`src/rtl/cost_table_responder_pkg.sv`:
```
// Shared assignment-engine (JAM) definitions: table geometry, widths and
// responder state encodings.
package cost_table_responder_pkg;

    localparam int JAM_POINT_ADDR = 3;
    localparam int JAM_COST_W     = 7;
    localparam int JAM_SUM_W      = 10;

    typedef enum logic [2:0] {
        ST_IDLE  = 3'd0,
        ST_LOAD  = 3'd1,
        ST_SUM   = 3'd2,
        ST_SERVE = 3'd3,
        ST_HOLD  = 3'd4
    } ctr_state_e;

endpackage

```
`src/rtl/cost_table_responder_row_min.sv`:
```
// Running minimum over one table row; publishes the row minimum on the row's
// last accepted beat.
module cost_row_min #(
    parameter int COST_W = 7
) (
    input  logic              clk,
    input  logic              rst_n,
    input  logic              beat_i,
    input  logic              first_i,
    input  logic              last_i,
    input  logic [COST_W-1:0] data_i,
    output logic              commit_o,
    output logic [COST_W-1:0] min_o
);

    logic [COST_W-1:0] run_q;
    logic [COST_W-1:0] run_d;

    // The first column restarts the minimum so earlier rows never leak in.
    always_comb begin
        run_d = run_q;
        if (first_i || (data_i < run_q)) begin
            run_d = data_i;
        end
    end

    always_ff @(posedge clk or negedge rst_n) begin
        if (!rst_n) begin
            run_q <= '0;
        end else if (beat_i) begin
            run_q <= run_d;
        end
    end

    assign commit_o = beat_i && last_i;
    assign min_o    = run_d;

endmodule

```
`src/rtl/cost_table_responder.sv`:
```
// Cost-table responder: streams in an NxN cost table, computes the sum of row
// minima as a lower bound, serves lookups and captures one engine result.
module cost_table_responder
    import cost_table_responder_pkg::*;
#(
    parameter int POINT_ADDR = JAM_POINT_ADDR,
    parameter int COST_W     = JAM_COST_W,
    parameter int SUM_W      = JAM_SUM_W
) (
    input  logic                  CLK,
    input  logic                  RST,
    input  logic                  LdValid,
    output logic                  LdReady,
    input  logic [COST_W-1:0]     LdData,
    input  logic [POINT_ADDR-1:0] W,
    input  logic [POINT_ADDR-1:0] J,
    output logic [COST_W-1:0]     Cost,
    input  logic                  Valid,
    input  logic [3:0]            MatchCount,
    input  logic [SUM_W-1:0]      MinCost,
    output logic                  TableReady,
    output logic [SUM_W-1:0]      LowerBound,
    output logic                  Done,
    output logic [SUM_W-1:0]      ResMinCost,
    output logic [3:0]            ResMatchCount,
    output logic                  BoundOk
);

    localparam int AW      = 2 * POINT_ADDR;
    localparam int ROWS    = 1 << POINT_ADDR;
    localparam int ENTRIES = 1 << AW;

    ctr_state_e state_q, state_d;
    logic [AW-1:0]         addr_q, addr_d;
    logic [POINT_ADDR-1:0] sum_cnt_q, sum_cnt_d;
    logic [SUM_W-1:0]      acc_q, acc_d;
    logic [SUM_W-1:0]      lb_q, lb_d;
    logic [SUM_W-1:0]      res_cost_q, res_cost_d;
    logic [3:0]            res_cnt_q, res_cnt_d;
    logic                  done_q, done_d;
    logic                  bok_q, bok_d;

    logic [COST_W-1:0] tbl    [ENTRIES];
    logic [COST_W-1:0] rowmin [ROWS];

    logic                  beat;
    logic [POINT_ADDR-1:0] col, row;
    logic                  rm_commit;
    logic [COST_W-1:0]     rm_min;
    logic                  serving;

    assign beat    = LdValid && (state_q == ST_LOAD);
    assign col     = addr_q[POINT_ADDR-1:0];
    assign row     = addr_q[AW-1:POINT_ADDR];
    assign serving = (state_q == ST_SERVE) || (state_q == ST_HOLD);

    cost_row_min #(
        .COST_W (COST_W)
    ) u_row_min (
        .clk      (CLK),
        .rst_n    (RST),
        .beat_i   (beat),
        .first_i  (col == '0),
        .last_i   (&col),
        .data_i   (LdData),
        .commit_o (rm_commit),
        .min_o    (rm_min)
    );

    // Table storage is deliberately unreset; a fresh load overwrites it.
    always_ff @(posedge CLK) begin
        if (beat) begin
            tbl[addr_q] <= LdData;
        end
        if (rm_commit) begin
            rowmin[row] <= rm_min;
        end
    end

    always_comb begin
        state_d    = state_q;
        addr_d     = addr_q;
        sum_cnt_d  = sum_cnt_q;
        acc_d      = acc_q;
        lb_d       = lb_q;
        res_cost_d = res_cost_q;
        res_cnt_d  = res_cnt_q;
        done_d     = done_q;
        bok_d      = bok_q;
        case (state_q)
            ST_IDLE: begin
                addr_d  = '0;
                state_d = ST_LOAD;
            end
            ST_LOAD: begin
                if (beat) begin
                    addr_d = addr_q + AW'(1);
                    if (&addr_q) begin
                        acc_d     = '0;
                        sum_cnt_d = '0;
                        state_d   = ST_SUM;
                    end
                end
            end
            ST_SUM: begin
                acc_d     = acc_q + {{(SUM_W-COST_W){1'b0}}, rowmin[sum_cnt_q]};
                sum_cnt_d = sum_cnt_q + POINT_ADDR'(1);
                if (&sum_cnt_q) begin
                    lb_d    = acc_d;
                    state_d = ST_SERVE;
                end
            end
            ST_SERVE: begin
                // A result strobe takes priority over a reload request.
                if (Valid) begin
                    res_cost_d = MinCost;
                    res_cnt_d  = MatchCount;
                    bok_d      = (MinCost >= lb_q);
                    done_d     = 1'b1;
                    state_d    = ST_HOLD;
                end else if (LdValid) begin
                    addr_d  = '0;
                    state_d = ST_LOAD;
                end
            end
            ST_HOLD: begin
                if (LdValid) begin
                    addr_d  = '0;
                    done_d  = 1'b0;
                    bok_d   = 1'b0;
                    state_d = ST_LOAD;
                end
            end
            default: state_d = ST_IDLE;
        endcase
    end

    always_ff @(posedge CLK or negedge RST) begin
        if (!RST) begin
            state_q    <= ST_IDLE;
            addr_q     <= '0;
            sum_cnt_q  <= '0;
            acc_q      <= '0;
            lb_q       <= '0;
            res_cost_q <= '0;
            res_cnt_q  <= '0;
            done_q     <= 1'b0;
            bok_q      <= 1'b0;
        end else begin
            state_q    <= state_d;
            addr_q     <= addr_d;
            sum_cnt_q  <= sum_cnt_d;
            acc_q      <= acc_d;
            lb_q       <= lb_d;
            res_cost_q <= res_cost_d;
            res_cnt_q  <= res_cnt_d;
            done_q     <= done_d;
            bok_q      <= bok_d;
        end
    end

    assign LdReady       = (state_q == ST_LOAD);
    assign TableReady    = serving;
    assign Cost          = serving ? tbl[{W, J}] : '0;
    assign LowerBound    = lb_q;
    assign Done          = done_q;
    assign ResMinCost    = res_cost_q;
    assign ResMatchCount = res_cnt_q;
    assign BoundOk       = bok_q;

endmodule

```
`config.mk`:
```
export PLATFORM = sky130hd
export DESIGN_NAME = cost_table_responder
export DESIGN_NICKNAME = d
export VERILOG_FILES = /design/src/rtl/cost_table_responder_pkg.sv /design/src/rtl/cost_table_responder_row_min.sv /design/src/rtl/cost_table_responder.sv
export SDC_FILE = /design/constraint.sdc
export NUM_CORES = 1
export LEC_CHECK = 0
export ABC_AREA = 0
export BUFFER_PORTS_ARGS = -buffer_cell sky130_fd_sc_hd__clkbuf_2
export CORE_MARGIN = 2
export CORE_UTILIZATION = 40
export DETAILED_ROUTE_END_ITERATION = 10
export PLACE_DENSITY = 0.57
export SLEW_MARGIN = 20
export SYNTH_ARGS = -nofsm -noshare
export SYNTH_HDL_FRONTEND = slang
export SYNTH_SLANG_ARGS = --single-unit
export TNS_END_PERCENT = 1
```
`constraint.sdc`:
```
create_clock -name CLK -period 4.3 [get_ports CLK]
set_input_delay 0.86 -clock CLK [delete_from_list [all_inputs] [get_ports CLK]]
set_output_delay 0.86 -clock CLK [all_outputs]
set_load 0.01 [all_outputs]
```
==> results by group <==
Status
  – Status: finished clean

Pwr
  – Pwr/cell area: slightly below 500 mW/mm²
  – Max rail drop VDD: between 0.3 and 0.4 mV
  – Leak: roughly 8.9 nW

Route
  – DRT iter0 DRCs: 919
  – M1 WL: around 23000 µm
  – DR pass1 iterations: 5
  – Metal2 WL: 25500 µm
  – Post-Route WL: 51900 µm
  – Wire length on met3: about 2900 µm
  – # DRC: 0
  – Top Metal Used: met5
  – Detail Route Antenna Nets: 0
  – Vias after detailed routing: approximately 11000
  – Vias/cell: roughly 5.4
  – Avg WL per Cell: between 20 and 25 µm

Place
  – Port bufs: between 60 and 70
  – Placed cell area: 0.0243 mm²
  – HPWL after detailed placement: 33700 µm
  – Routability cong.: 0.774
  – Setup Slack @ Placement: 0.287 ns

Critical path
  – Setup CP Type: input pin to output port
  – Worst Setup Start Kind: input pin
  – Req. time, crit path: 3.44 ns
  – Worst EP arrival: 3.11 ns
  – Critical-path maximum fanout: 20
  – Critical Path End Type: output port

Clock network
  – Worst-path clk slew: around 0.060 ns
  – CTS Buf Count: between 50 and 60
  – Clock Tree Buf Depth: 3
  – Root Buffer: clkbuf_16
  – Number of setup buffers added after CTS: 0
  – CTS tree: built
  – Total number of H-tree levels: 2
  – Hold buffers post-CTS: 0
  – Post-CTS Resized: 0
  – Worst-Skew Late Latency: approximately 0.63 ns
  – Clock Sinks: about 560

Timing
  – RSZ-0062 raised after global routing: no
  – Fmax: about 0.25 GHz
  – Final worst setup slack: ~0.33 ns
  – Final hold viol count: 0
  – Max-slew violation count: 0
  – Final setup violation count: 0
  – WHS: ~0.38 ns
  – Slew headroom: 0.358
  – Measured slew at the worst slew-check pin: between 0.9 and 1 ns
  – Setup Skew: ~0.045 ns
  – Crit path time final: 3.97 ns
  – TNS Setup: 0 ns
  – Final worst-path cycle share: 0.923

Yosys
  – Cell taking the most area after synthesis: edfxtp_1
  – Synth Instances: approximately 1200
  – Most used DFF post-synth: edfxtp_1
  – Post-synth top area share: 0.664
  – Synth Net Count: roughly 1200
  – Top cells by count, synth: 504 x edfxtp_1, 121 x mux4_2, 100 x nor2_1
  – Post-synthesis cell type count: 50
  – Sequential element share of the synthesized area: 0.725
  – Synth top area cells: edfxtp_1 66%, mux4_2 12%, dfrtp_1 6.0%
  – Post-Syn Area: ~0.023 mm²
  – Top-count cell post-synth: edfxtp_1
  – Syn_area_per_cell: between 15 and 20 µm²
  – Synth Warn #: 0
  – #FFs+latches synth: between 500 and 600
  – EDFF count, synth: around 500
  – Share of flip-flops with an asynchronous set or reset: 0.0984

Global routing
  – Total gr overflow: 0
  – Vias in the first global route: 12068
  – First-pass GRT wire length: about 80000 µm
  – Initial antenna violation count: 1
  – Largest net degree at the start of global routing: between 60 and 70
  – Tot GR Track Use: 0.178

Floorplanning
  – Io pins: 66
  – Die Ht: about 240 µm
  – Core footprint: 0.0564 mm²
  – Initial core utilization: 0.404
  – Die Area: around 0.059 mm²
  – Number of placement rows: between 80 and 90
  – Chip Width: between 200 and 250 µm

Flow run
  – Maxcap violations: 0

Final layout
  – ANT cells: 0
  – Layout cells sized above 1: 0.282
  – Final nets: 1376
  – Post-Layout Inst Area: 0.0263 mm²
  – Synth-to-Final Area Change: 15.4%

Worst hold path
  – Min-delay worst type: input pin to async pin
==> worst max-delay path, stage by stage <==
cell and delay [ns]:
buf_4 0.35, buf_4 0.31, mux4_2 0.53, mux2_2 0.27, o21ai_0 0.28, a22oi_1 0.14
o2bb2ai_1 0.19, clkbuf_2 0.15
==> cells in the final DEF (no fill, tap or decap), types with 14 or more instances in the layout <==
cell type,synthesis,routed
a21oi_1,28,27
buf_4,9,55
clkbuf_16,0,59
clkbuf_2,0,62
dfrtp_1,55,55
edfxtp_1,504,504
ha_1,28,28
inv_1,28,28
mux2_2,43,43
mux2i_1,26,26
mux4_1,14,14
mux4_2,121,121
nand2_1,33,33
nand3_1,16,16
nor2_1,100,100
o21ai_0,30,30
==> through the flow <==
| stage | cells | power, mW | util |
|---|---|---|---|
| 2_1_floorplan | 1184 | 7.31 | - |
| 3_3_place_gp | 2012 | 7.83 | 0.431 |
| 3_5_place_dp | 2012 | 7.87 | 0.431 |
| 4_1_cts | 2120 | 13.1 | 0.466 |
| 5_1_grt | 2120 | 13.4 | 0.466 |
| 6_report | 2120 | 12.9 | 0.466 |
==> logic make-up (layout without fill, tap and decap cells) <==
group                      count (synthesis)  in the layout  synth area share
xor gates and xnor gates                   7              7           0.00269
AOI/OAI and AO/OA                        113            113            0.0315
DFF                                      559            559             0.725
muxes                                    204            204             0.168
adders and majority gates                 29             29            0.0163
and+or+nand+nor                          187            187            0.0359
buffers and inverters                     85            265            0.0203
==> power by group <==
group          leakage (nW)  switching [mW]  total [mW]  internal (mW)
logic                  2.74           0.841        1.36          0.523
registers              5.24           0.137        6.37           6.24
clock network         0.960            2.10        5.18           3.07
==> per-layer routing <==
layer	global-route usage	vias up
li1	-	5050
met1	0.244	6058
met2	0.297	305
met3	0.0348	73
met4	0.0406	2
met5	0	-
==> cell type report <==
cell class | instances | area [µm²]
well taps | 756 | 946
multi-input cells | 540 | 5810
fillers | 4880 | 30100
flip-flops and latches | 559 | 16500
clock buffers | 76 | 1580
repair buffers | 128 | 935
inverters | 29 | 109
clock inverters | 32 | 405
==> worst paths after layout <==
check	slack [ns]	end	from	cells after the start
setup / recovery	0.33	Cost[5]	J[0]	8
hold / removal	0.38	acc_q[6]	RST	1
setup reg to reg	0.85	LowerBound[8]	sum_cnt_q[0]	13
hold reg to reg	0.49	ResMinCost[0]	ResMinCost[0]	2
max in group asynchronous	3.08	addr_q[5]	RST	2
min in group CLK	0.46	ResMatchCount[1]	MatchCount[1]	2
==> registers in the layout (all words and copies together), names as in the netlist, 3 cells and up <==
register	cells
sum_cnt_q	3
acc_q	10
addr_q	6
ResMinCost	10
tbl	448
ResMatchCount	4
LowerBound	10
state_q	3
rowmin	56
u_row_min.run_q	7
Power figures use the tool's default switching activity.
